<file path="config.mk">
export PLATFORM = sky130hd
export DESIGN_NAME = seg_scan_decoder
export DESIGN_NICKNAME = d
export VERILOG_FILES = /design/src/rtl/seg_scan_decoder.sv
export SDC_FILE = /design/constraint.sdc
export NUM_CORES = 1
export LEC_CHECK = 0
export CAP_MARGIN = 20
export CORE_ASPECT_RATIO = 0.8
export CORE_MARGIN = 2
export CORE_UTILIZATION = 63
export DETAILED_ROUTE_END_ITERATION = 10
export DONT_BUFFER_PORTS = 1
export GPL_TIMING_DRIVEN = 1
export PLACE_DENSITY = 0.83
export SYNTH_ARGS = -nofsm -noshare
export SYNTH_HDL_FRONTEND = slang
export SYNTH_SLANG_ARGS = --single-unit
</file>
<file path="constraint.sdc">
create_clock -name clk -period 3 [get_ports clk]
set_input_delay 0.6 -clock clk [delete_from_list [all_inputs] [get_ports clk]]
set_output_delay 0.6 -clock clk [all_outputs]
set_load 0.005 [all_outputs]
</file>
<file path="src/rtl/seg_scan_decoder.sv">
// Seven-segment scan bus monitor: debounces each digit, decodes it, emits frames.
// Optional input synchroniser: define SEG_SCAN_DECODER_SYNC_EN.
module seg_scan_decoder #(
    parameter int DIGITS        = 4,
    parameter int STABLE_CYCLES = 8
) (
    input  logic                  clk,
    input  logic                  rst_n,
    input  logic [6:0]            seg_in,
    input  logic [DIGITS-1:0]     dig_sel,
    output logic [4*DIGITS-1:0]   number_out,
    output logic [DIGITS-1:0]     blank_out,
    output logic [DIGITS-1:0]     error_out,
    output logic                  frame_valid,
    input  logic                  frame_ready,
    output logic                  overrun
);

    localparam int SW = DIGITS + 7;
    localparam logic [7:0] LAST = 8'(STABLE_CYCLES - 1);

    typedef enum logic [1:0] {
        T_UNSTABLE,
        T_COUNT,
        T_HELD
    } trk_t;

    typedef enum logic {
        O_EMPTY,
        O_FULL
    } ofsm_t;

    logic [DIGITS-1:0] dsel;
    logic [6:0]        seg;

`ifdef SEG_SCAN_DECODER_SYNC_EN
    logic [SW-1:0] sync1;
    logic [SW-1:0] sync2;

    always_ff @(posedge clk or negedge rst_n) begin
        if (!rst_n) begin
            sync1 <= '0;
            sync2 <= '0;
        end else begin
            sync1 <= {dig_sel, seg_in};
            sync2 <= sync1;
        end
    end

    assign {dsel, seg} = sync2;
`else
    assign dsel = dig_sel;
    assign seg  = seg_in;
`endif

    logic [SW-1:0] smp;
    logic [SW-1:0] prev;
    logic          armed;
    logic          changed;
    logic          onehot;
    logic          hit;
    trk_t          st;
    trk_t          st_n;
    logic [7:0]    cnt;
    logic [7:0]    cnt_n;
    logic          cap;

    assign smp     = {dsel, seg};
    assign changed = (smp != prev);
    assign onehot  = (dsel != '0) && ((dsel & (dsel - DIGITS'(1))) == '0);
    assign hit     = ((cnt + 8'd1) == LAST);

    always_ff @(posedge clk or negedge rst_n) begin
        if (!rst_n) begin
            st    <= T_UNSTABLE;
            cnt   <= '0;
            prev  <= '0;
            armed <= 1'b0;
        end else begin
            st    <= st_n;
            cnt   <= cnt_n;
            prev  <= smp;
            armed <= 1'b1;
        end
    end

    // The first sample after reset only loads prev; nothing is judged yet.
    always_comb begin
        st_n  = st;
        cnt_n = cnt;
        if (armed) begin
            if (changed) begin
                cnt_n = '0;
                if (!onehot)
                    st_n = T_UNSTABLE;
                else if (LAST == 8'd0)
                    st_n = T_HELD;
                else
                    st_n = T_COUNT;
            end else if (st == T_COUNT) begin
                cnt_n = cnt + 8'd1;
                if (hit)
                    st_n = T_HELD;
            end
        end
    end

    always_comb begin
        cap = 1'b0;
        if (armed && onehot) begin
            if (changed)
                cap = (LAST == 8'd0);
            else
                cap = (st == T_COUNT) && hit;
        end
    end

    logic [3:0] dnum;
    logic       dblank;
    logic       derr;

    always_comb begin
        dnum   = 4'hE;
        dblank = 1'b0;
        derr   = 1'b0;
        case (seg)
            7'b0111111: dnum = 4'd0;
            7'b0000110: dnum = 4'd1;
            7'b1011011: dnum = 4'd2;
            7'b1001111: dnum = 4'd3;
            7'b1100110: dnum = 4'd4;
            7'b1101101: dnum = 4'd5;
            7'b1111101: dnum = 4'd6;
            7'b0000111: dnum = 4'd7;
            7'b1111111: dnum = 4'd8;
            7'b1101111: dnum = 4'd9;
            7'b0000000: begin
                dnum   = 4'hF;
                dblank = 1'b1;
            end
            default: derr = 1'b1;
        endcase
    end

    logic [4*DIGITS-1:0] stg_num;
    logic [4*DIGITS-1:0] stg_num_n;
    logic [DIGITS-1:0]   stg_bl;
    logic [DIGITS-1:0]   stg_bl_n;
    logic [DIGITS-1:0]   stg_er;
    logic [DIGITS-1:0]   stg_er_n;
    logic [DIGITS-1:0]   mask;
    logic [DIGITS-1:0]   mask_n;
    logic                done;

    always_comb begin
        stg_num_n = stg_num;
        stg_bl_n  = stg_bl;
        stg_er_n  = stg_er;
        mask_n    = mask;
        if (cap) begin
            mask_n = mask | dsel;
            for (int i = 0; i < DIGITS; i++) begin
                if (dsel[i]) begin
                    stg_num_n[4*i +: 4] = dnum;
                    stg_bl_n[i]         = dblank;
                    stg_er_n[i]         = derr;
                end
            end
        end
    end

    assign done = cap && (mask_n == '1);

    always_ff @(posedge clk or negedge rst_n) begin
        if (!rst_n) begin
            stg_num <= '0;
            stg_bl  <= '0;
            stg_er  <= '0;
            mask    <= '0;
        end else begin
            stg_num <= stg_num_n;
            stg_bl  <= stg_bl_n;
            stg_er  <= stg_er_n;
            mask    <= done ? '0 : mask_n;
        end
    end

    ofsm_t               ost;
    ofsm_t               ost_n;
    logic                ovr_q;
    logic                ovr_n;
    logic                load;
    logic [4*DIGITS-1:0] num_q;
    logic [DIGITS-1:0]   bl_q;
    logic [DIGITS-1:0]   er_q;

    always_ff @(posedge clk or negedge rst_n) begin
        if (!rst_n) begin
            ost   <= O_EMPTY;
            ovr_q <= 1'b0;
            num_q <= '0;
            bl_q  <= '0;
            er_q  <= '0;
        end else begin
            ost   <= ost_n;
            ovr_q <= ovr_n;
            if (load) begin
                num_q <= stg_num_n;
                bl_q  <= stg_bl_n;
                er_q  <= stg_er_n;
            end
        end
    end

    always_comb begin
        ost_n = ost;
        ovr_n = ovr_q;
        unique case (ost)
            O_EMPTY: begin
                if (done)
                    ost_n = O_FULL;
            end
            O_FULL: begin
                if (frame_ready) begin
                    ovr_n = 1'b0;
                    if (!done)
                        ost_n = O_EMPTY;
                end else if (done) begin
                    ovr_n = 1'b1;
                end
            end
        endcase
    end

    // A completed frame loads only when the output slot is free this edge.
    always_comb begin
        load = done && ((ost == O_EMPTY) || frame_ready);
    end

    assign frame_valid = (ost == O_FULL);
    assign overrun     = ovr_q;
    assign number_out  = num_q;
    assign blank_out   = bl_q;
    assign error_out   = er_q;

endmodule

</file>
; ---- After elaboration in Yosys (flattened, before gate mapping)
; Cells that the tools add are included.
[op_classes]
n_reduce_logical = 16
n_eq_ne = 14
n_lt_le_gt_ge = 0
div_mod_pow = 0
n_shift = 0
muxes = 33
bitwise = 3
add_sub_neg = 2
n_mul = 0
[op_table]
columns = operator, n
row1 = "7-bit == test, second input constant", 7
row2 = 4-bit case mux with 11 select lines, 1
row3 = 4-bit 2-to-1 mux, 8
row4 = 1-bit 2-to-1 mux, 17
row5 = 16-bit 2-to-1 mux, 1
row6 = 8-bit 2-to-1 mux, 2
row7 = "7-bit by 3-bit == test with 1-bit output, second input constant", 2
row8 = 11-bit inequality test, 1
row9 = 11-bit OR reduction, 1
row10 = "8-bit by 1-bit adder with 8-bit output, second input constant", 1
row11 = "8-bit by 3-bit == test with 1-bit output, second input constant", 1
row12 = "7-bit by 6-bit == test with 1-bit output, second input constant", 1
row13 = 7-bit zero test, 1
row14 = 2-bit 2-to-1 mux, 3
row15 = 2-bit nonzero test, 3
row16 = 1-bit logical AND, 5
row17 = 4-bit AND, 1
row18 = "4-bit == test, second input constant", 1
row19 = 4-bit zero test, 1
row20 = 4-bit OR, 1
row21 = 2-bit AND reduction, 2
row22 = 4-bit nonzero test, 1
row23 = "4-bit by 1-bit subtractor with 4-bit output, second input constant", 1
row24 = 3-bit AND reduction, 1
row25 = 4 further kinds, 4
[totals]
mem_bits_rw = 0
input_bits = 14
ff_bits = 76
output_inout_bits = 26
rom_bits = 0
elab_cells = 81
n_memories = 0
latch_bits = 0

; ---- Depth between registers and ports, before layout
; Gate-level depths: netlist (run 1).
[logic_depth]
ltp_word = 12
mapped_depth = 9
mapped_depth_nobuf = 7

; ---- Least setup slack after synthesis (run 1)
; No wires, ideal clock.
[synth_timing]
path_kind = input -> register
start = in seg_in[3]
end = reg stg_num[5]
path_slack_ps = 364
t_required_ps = 2875
n_path_buf = 1
arrival_ps = 2511
setup_time_ps = 125
path_stages = 7
path_cell_list = buf_6 -> or4_4 -> or4_4 -> o21ai_2 -> nor3_2 -> or3_4 -> mux2_2
[synth_between]
elab_chain_len = 4
elab_cells_between_ends = 17
cone_classes = 11 x eq/ne / 5 x mux / 1 x reduce/logical
[synth_lines]
columns = element, line_no
row1 = start: declaration, 9  ; input logic [6:0] seg_in,
row2 = 7-bit == test (tied with other cells), 126  ; case (seg)
row3 = 4-bit case mux with 11 select lines or 1-bit 2-to-1 mux (tied branches), "126, 111"
row4 = 4-bit 2-to-1 mux or 1-bit 2-to-1 mux (tied branches), "163, 110"
row5 = 16-bit 2-to-1 mux *, 160  ; if (cap) begin
row6 = via stg_num_n[5], 146  ; logic [4*DIGITS-1:0] stg_num_n;
row7 = end signal: assignment, 181  ; stg_num <= stg_num_n;
row8 = end: declaration, 145  ; logic [4*DIGITS-1:0] stg_num;
; The timed path passes the listed nets; every way through them passes the cells marked *.
; A chain may end at the register's enable or synchronous reset.

; ---- Final worst setup path (run 1)
[layout_timing]
start = reg cnt[0]
end = reg stg_num[3]
[layout_between]
elab_chain_len = 6
[layout_lines]
columns = element, line_no
row1 = start: declaration, 64  ; logic [7:0] cnt;
row2 = start signal: assignment, 81  ; cnt <= cnt_n;
row3 = 8-bit by 1-bit adder with 8-bit output, 71  ; assign hit = ((cnt + 8'd1) == LAST);
row4 = 8-bit by 3-bit == test with 1-bit output, 71
row5 = 1-bit logical AND, 114  ; cap = (st == T_COUNT) && hit;
row6 = 1-bit 2-to-1 mux, 111  ; if (changed)
row7 = 1-bit 2-to-1 mux, 110  ; if (armed && onehot) begin
row8 = 16-bit 2-to-1 mux, 160
row9 = via stg_num_n[3], 146
; The timed path passes the listed nets, and every way through them passes these cells.

==> flow_metrics.tcl, run 1 <==
set metrics [dict create \
    hold_path_class "in2async" \
    sw_frac_of_total_pct 21.5 \
    final_antenna_net_count 0 \
    drv_slew 0 \
    synth_cells 332 \
    synthArstFlopShare_pct 100 \
    gr-total-overflow 0 \
    setup_tns_ns 0 \
    path_class "reg2reg" \
    synth_nets 348 \
    critPathLaunchType "flip-flop" \
    drcViolationCount 0 \
    vias_per_cell 5.94 \
    die_area_um2 6410 \
    pwr-share-clk_pct 43.0 \
    syn_area_um2 3640 \
    setup-violations-final 0 \
    critPathMaxFanout 7 \
    regArea_um2 1900 \
    dr.pass1.iters 5 \
    drt_wl_total_um 7030 \
    power.switching_w 0.000429 \
    yosysWarningCount 0 \
    worst_pin_slew_ns 0.653 \
    cts-resized-gates 0 \
    grtUsageTotal_pct 24.4 \
    post-dp-hpwl_um 4760 \
    clk_pin_slew_worst_paths_ns 0.08 \
    grt_max_degree 77 \
    cts_buffers 9 \
    p_leak_nw 1.86 \
    vias 2454 \
    skew_ns 0.00586 \
    synth-seq-area-share_pct 52.2 \
    drive_above_1_share_pct 17.0 \
    synth_area_leaders "dfrtp_1 (52%), mux2_2 (7.4%), mux2i_1 (5.8%), nand2_1 (3.4%), o21ai_0 (2.7%)" \
    yosys.cell_count.top_type "dfrtp_1" \
    synth_edf_count 0 \
    avgSynthCellArea_um2 11.0 \
    layout.nets 346 \
    cts_tree "done" \
    synth_cell_types 50 \
    ios 40 \
    root_buffer "clkbuf_8" \
    io_buffer_count 0 \
    gpl.final_weighted_congestion 0.892 \
    num_rows 24 \
    min_period_ns 2.64 \
    fillers 410 \
    synth_flop_cell "dfrtp_1" \
    seqPwrFrac_pct 52.4 \
    max_freq_mhz 379 \
    synth_common_cells "dfrtp_1 (76), nand2_1 (33), mux2_2 (24)" \
    first_iter_violations 186 \
    grt_pass1_wl_um 11600 \
    relSlewSlack_pct 56.2 \
    die_w_um 89.0 \
    hold_violations 0 \
    p_total_w 0.00199 \
    crit_path_end_kind "flip-flop" \
    netlist.top_cell.by_area "dfrtp_1" \
    max_cap_violations 0 \
    dieHeight_um 72.0 \
    crit_required_ns 3.24 \
    cp_data_arrival_time_ns 2.88 \
    powerDensity_nw_per_um2 507 \
    vdd_ir_drop_max_v 0.000410 \
    intPower_w 0.00156 \
    rsz0062_at_grt "false" \
    wl_per_cell_um 17.0 \
    clkSinkCount 76 \
    cts-htree-levels 3 \
    area_growth_pct 7.76 \
    ys_seq_elements 76 \
    cts_buffer_depth 2 \
    grt_pass1_vias 2306 \
    core_um2 5530 \
    power_frac_comb_pct 4.6 \
    synth_top_area_share_pct 52.2 \
    start_util_pct 65.9 \
    fin_crit_sh_pct 88.1 \
    outcome "finished, final reports clean" \
    antenna_found_initial 0 \
    multiInputGateArea_um2 1610 \
    insertion_delay_ns 0.35 \
    n_antenna_cell 0 \
]
## metrics by stage
step / hold WS [ns] / instance area [µm²] / util [%] / worst slack (ns) / cells
2_1_floorplan: 0.304 / 3640 / - / 0.364 / 332
3_3_place_gp: 0.307 / 3680 / 66.6 / 0.260 / 396
3_5_place_dp: 0.306 / 3680 / 66.6 / 0.208 / 396
4_1_cts: 0.141 / 3930 / 71.0 / 0.357 / 413
5_1_grt: 0.148 / 3930 / 71.0 / 0.161 / 413
6_report: 0.128 / 3930 / 71.0 / 0.358 / 413
## what timing repair did
action	CTS	global route
hold endpoints to repair	76	0
hold buffers	1	0
buffers inserted	0	0
## power groups by stage
stage	Clock [W]	Combinational, W	Sequential, W
5_1_grt	0.000917	0.000105	0.00104
6_report	0.000856	0.0000920	0.00104
3_3_place_gp	0	0.0000674	0.00106
4_1_cts	0.000871	0.0000935	0.00104
2_1_floorplan	0	0.0000788	0.00106
3_5_place_dp	0	0.0000690	0.00106
## path summary, 6_finish.rpt
kind | from | end | slack (ns) | cells after the start
max in group asynchronous | rst_n | cnt[5] | 2.57 | 1
hold / removal | rst_n | blank_out[2] | 0.13 | 1
setup reg to reg | cnt[0] | stg_num[3] | 0.36 | 7
hold reg to reg | st[0] | st[0] | 0.48 | 1
min in group clk | seg_in[3] | prev[3] | 0.27 | 0
setup / recovery | cnt[0] | stg_num[3] | 0.36 | 7
## cell type report
class                           instances  share of cell area, %
Clock inverter                          5                   1.91
Inverter                                8                  0.765
Multi-Input combinational cell        229                   41.1
Clock buffer                           11                   3.60
Sequential cell                        76                   48.5
Timing Repair Buffer                    6                   1.66
Tap cell                               78                   2.49
## state kept, by name, summed over array words and instances, names as in the netlist, 4 cells and up
signal and flops:
cnt 8, error_out 4, stg_num 16, prev 11, stg_er 4, mask 4
stg_bl 4, blank_out 4, number_out 16
## cell families after synthesis
logic type,after synthesis,share of synthesized area [%]
and+or+nand+nor,99,15.0
muxes,45,13.2
AOI/OAI and AO/OA,68,12.0
adders and majority gates,2,0.687
buffers and inverters,27,3.47
xor gates and xnor gates,14,3.37
other,1,0.103
DFF,76,52.2
## worst max-delay path, stage by stage (launching register included)
cell       delay, ns
dfrtp_1         0.45
ha_1            0.30
xnor2_1         0.16
and4_1          0.20
o2111ai_1       0.20
nor3_1          0.46
nand3_1         0.38
mux2_2          0.38
## placed cells by master (no fill, tap or decap), types with 4 or more instances in the layout
cell,synthesis,layout
dfrtp_1,76,76
nand2_1,33,33
mux2_2,24,24
mux2i_1,21,21
o21ai_0,20,20
nor2_1,14,14
a21oi_1,11,11
xor2_1,11,11
nand3_1,10,10
clkbuf_8,0,10
o21ai_1,8,8
inv_1,8,8
a21o_1,7,7
a211oi_1,6,6
nor3_1,5,5
buf_4,0,5
nand2b_1,4,4
and3_1,4,4
## metal layers
layer	vias to the layer above	routed length (µm)	GRT usage (%)
li1	1180	-	-
met1	1200	3340	36.1
met2	67	3150	34.2
met3	7	485	8.76
met4	0	65	7.30
met5	-	0	0
(Power assumes the default switching activity.)
==> inputs of run 2 (changes only) <==
Settings changed: PLACE_DENSITY 0.83 to 0.91.
==> flow_metrics.tcl, run 2 (synthesized netlist as in run 1, its figures left out) <==
set metrics [dict create \
    post-dp-hpwl_um 4940 \
    hold_violations 0 \
    gr-total-overflow 0 \
    max_cap_violations 0 \
    max_stage_delay_ns 0.45 \
    n_antenna_cell 0 \
    fillers 389 \
    rsz0062_at_grt "false" \
    layout_setup_ws_ns 0.347 \
    die_w_um 89.0 \
    final_area_um2 3950 \
    grt_pass1_vias 2556 \
    drv_slew 0 \
    multiInputGateArea_um2 1620 \
    start_util_pct 65.9 \
    dp_slack_ns 0.296 \
    num_rows 24 \
    die_area_um2 6410 \
    hold_path_class "in2async" \
    area_growth_pct 8.49 \
    antenna_found_initial 0 \
    relSlewSlack_pct 54.5 \
    grt_pass1_wl_um 12300 \
    first_iter_violations 238 \
    vdd_ir_drop_max_v 0.000530 \
    dieHeight_um 72.0 \
    critPathLaunchType "flip-flop" \
    vias 2597 \
    setup_tns_ns 0 \
    worstPathCellList "ha_1 -> xnor2_1 -> and4_1 -> o2111ai_1 -> nor3_2 -> nand3_1 -> mux2_2" \
    crit_required_ns 3.23 \
    drive_above_1_share_pct 17.6 \
    max_freq_mhz 377 \
    io_buffer_count 0 \
    path_class "reg2reg" \
    placed_cell_area_um2 3690 \
    final_cell_mix "dfrtp_1 (76), nand2_1 (33), mux2_2 (24)" \
    critical-path-top-delay-family "simple AND/OR/NAND/NOR gates" \
    fin_crit_sh_pct 88.4 \
    dr.pass1.iters 5 \
    ios 40 \
    cts-htree-levels 3 \
    cts_buffer_depth 2 \
    grt_max_degree 77 \
    grtUsageTotal_pct 25.5 \
    gpl.final_weighted_congestion 0.848 \
    cp_data_arrival_time_ns 2.89 \
    min_period_ns 2.65 \
    setup-violations-final 0 \
    critPathBufInv 0 \
    p_leak_nw 1.87 \
    final_antenna_net_count 0 \
    final_common_cell "dfrtp_1" \
    powerDensity_nw_per_um2 506 \
    vias_per_cell 6.29 \
    worst_pin_slew_ns 0.677 \
    cts_tree "done" \
    drcViolationCount 0 \
    insertion_delay_ns 0.35 \
    clk_pin_slew_worst_paths_ns 0.08 \
    outcome "finished, final reports clean" \
    root_buffer "clkbuf_8" \
    critPathMaxFanout 7 \
    crit_slowest_cell "dfrtp_1" \
    layout.nets 346 \
    regArea_um2 1900 \
    cts_buffers 9 \
    clkSinkCount 76 \
    wl_per_cell_um 18.2 \
    crit_path_end_kind "flip-flop" \
    drt_wl_total_um 7500 \
    skew_ns 0.00954 \
    core_um2 5530 \
]
run 2: final cells by class:
class                      instances  share of cell area, %
clock buffer                      10                   3.48
clock inverter                     6                   2.22
inverter                           8                  0.760
multi-input combinational        229                   41.0
sequential                        76                   48.1
tap                               78                   2.47
timing repair buffer               6                   1.96
run 2: stage by stage:
stage                     power [W]  std cells  hold slack [ns]  util [%]
after floorplan             0.00114        332            0.304         -
after detailed placement    0.00113        396            0.306      66.8
after CTS                   0.00201        413            0.139      71.4
final                       0.00200        413            0.119      71.5
after global placement      0.00113        396            0.306      66.8
after global routing        0.00207        413            0.139      71.5
run 2: worst paths after layout:
path,start,endpoint,slack (ns),depth (start not counted)
worst max-delay path,cnt[0],stg_er[3],0.35,7
worst min-delay path,rst_n,number_out[0],0.12,1
worst max register to register,cnt[0],stg_er[3],0.35,7
worst min register to register,st[0],st[0],0.50,1
max in group asynchronous,rst_n,stg_num[8],2.56,1
min in group clk,dig_sel[1],prev[8],0.27,0
run 2: layer usage:
metal	up-vias	wire length (µm)	track usage, %	share of wire, %
li1	1180	-	-	-
met3	13	506	8.30	6.7
met4	0	134	9.95	1.8
met5	-	0	0	0
met1	1295	3370	35.2	45
met2	109	3500	38.0	47
run 2: report_power, final:
part           switching (W)   total, W  leakage (nW)  internal, W
clock network       0.000374   0.000864         0.116     0.000491
logic              0.0000532  0.0000926         0.743    0.0000394
registers         0.00000858    0.00104          1.01      0.00103
total               0.000435    0.00200          1.87      0.00156
run 2: what timing repair did:
action                                 CTS  global route
buffers inserted                         0             0
gates resized for setup                  0             1
endpoints found under the hold margin   76             0
setup endpoints to repair                0             9
hold buffers                             1             0
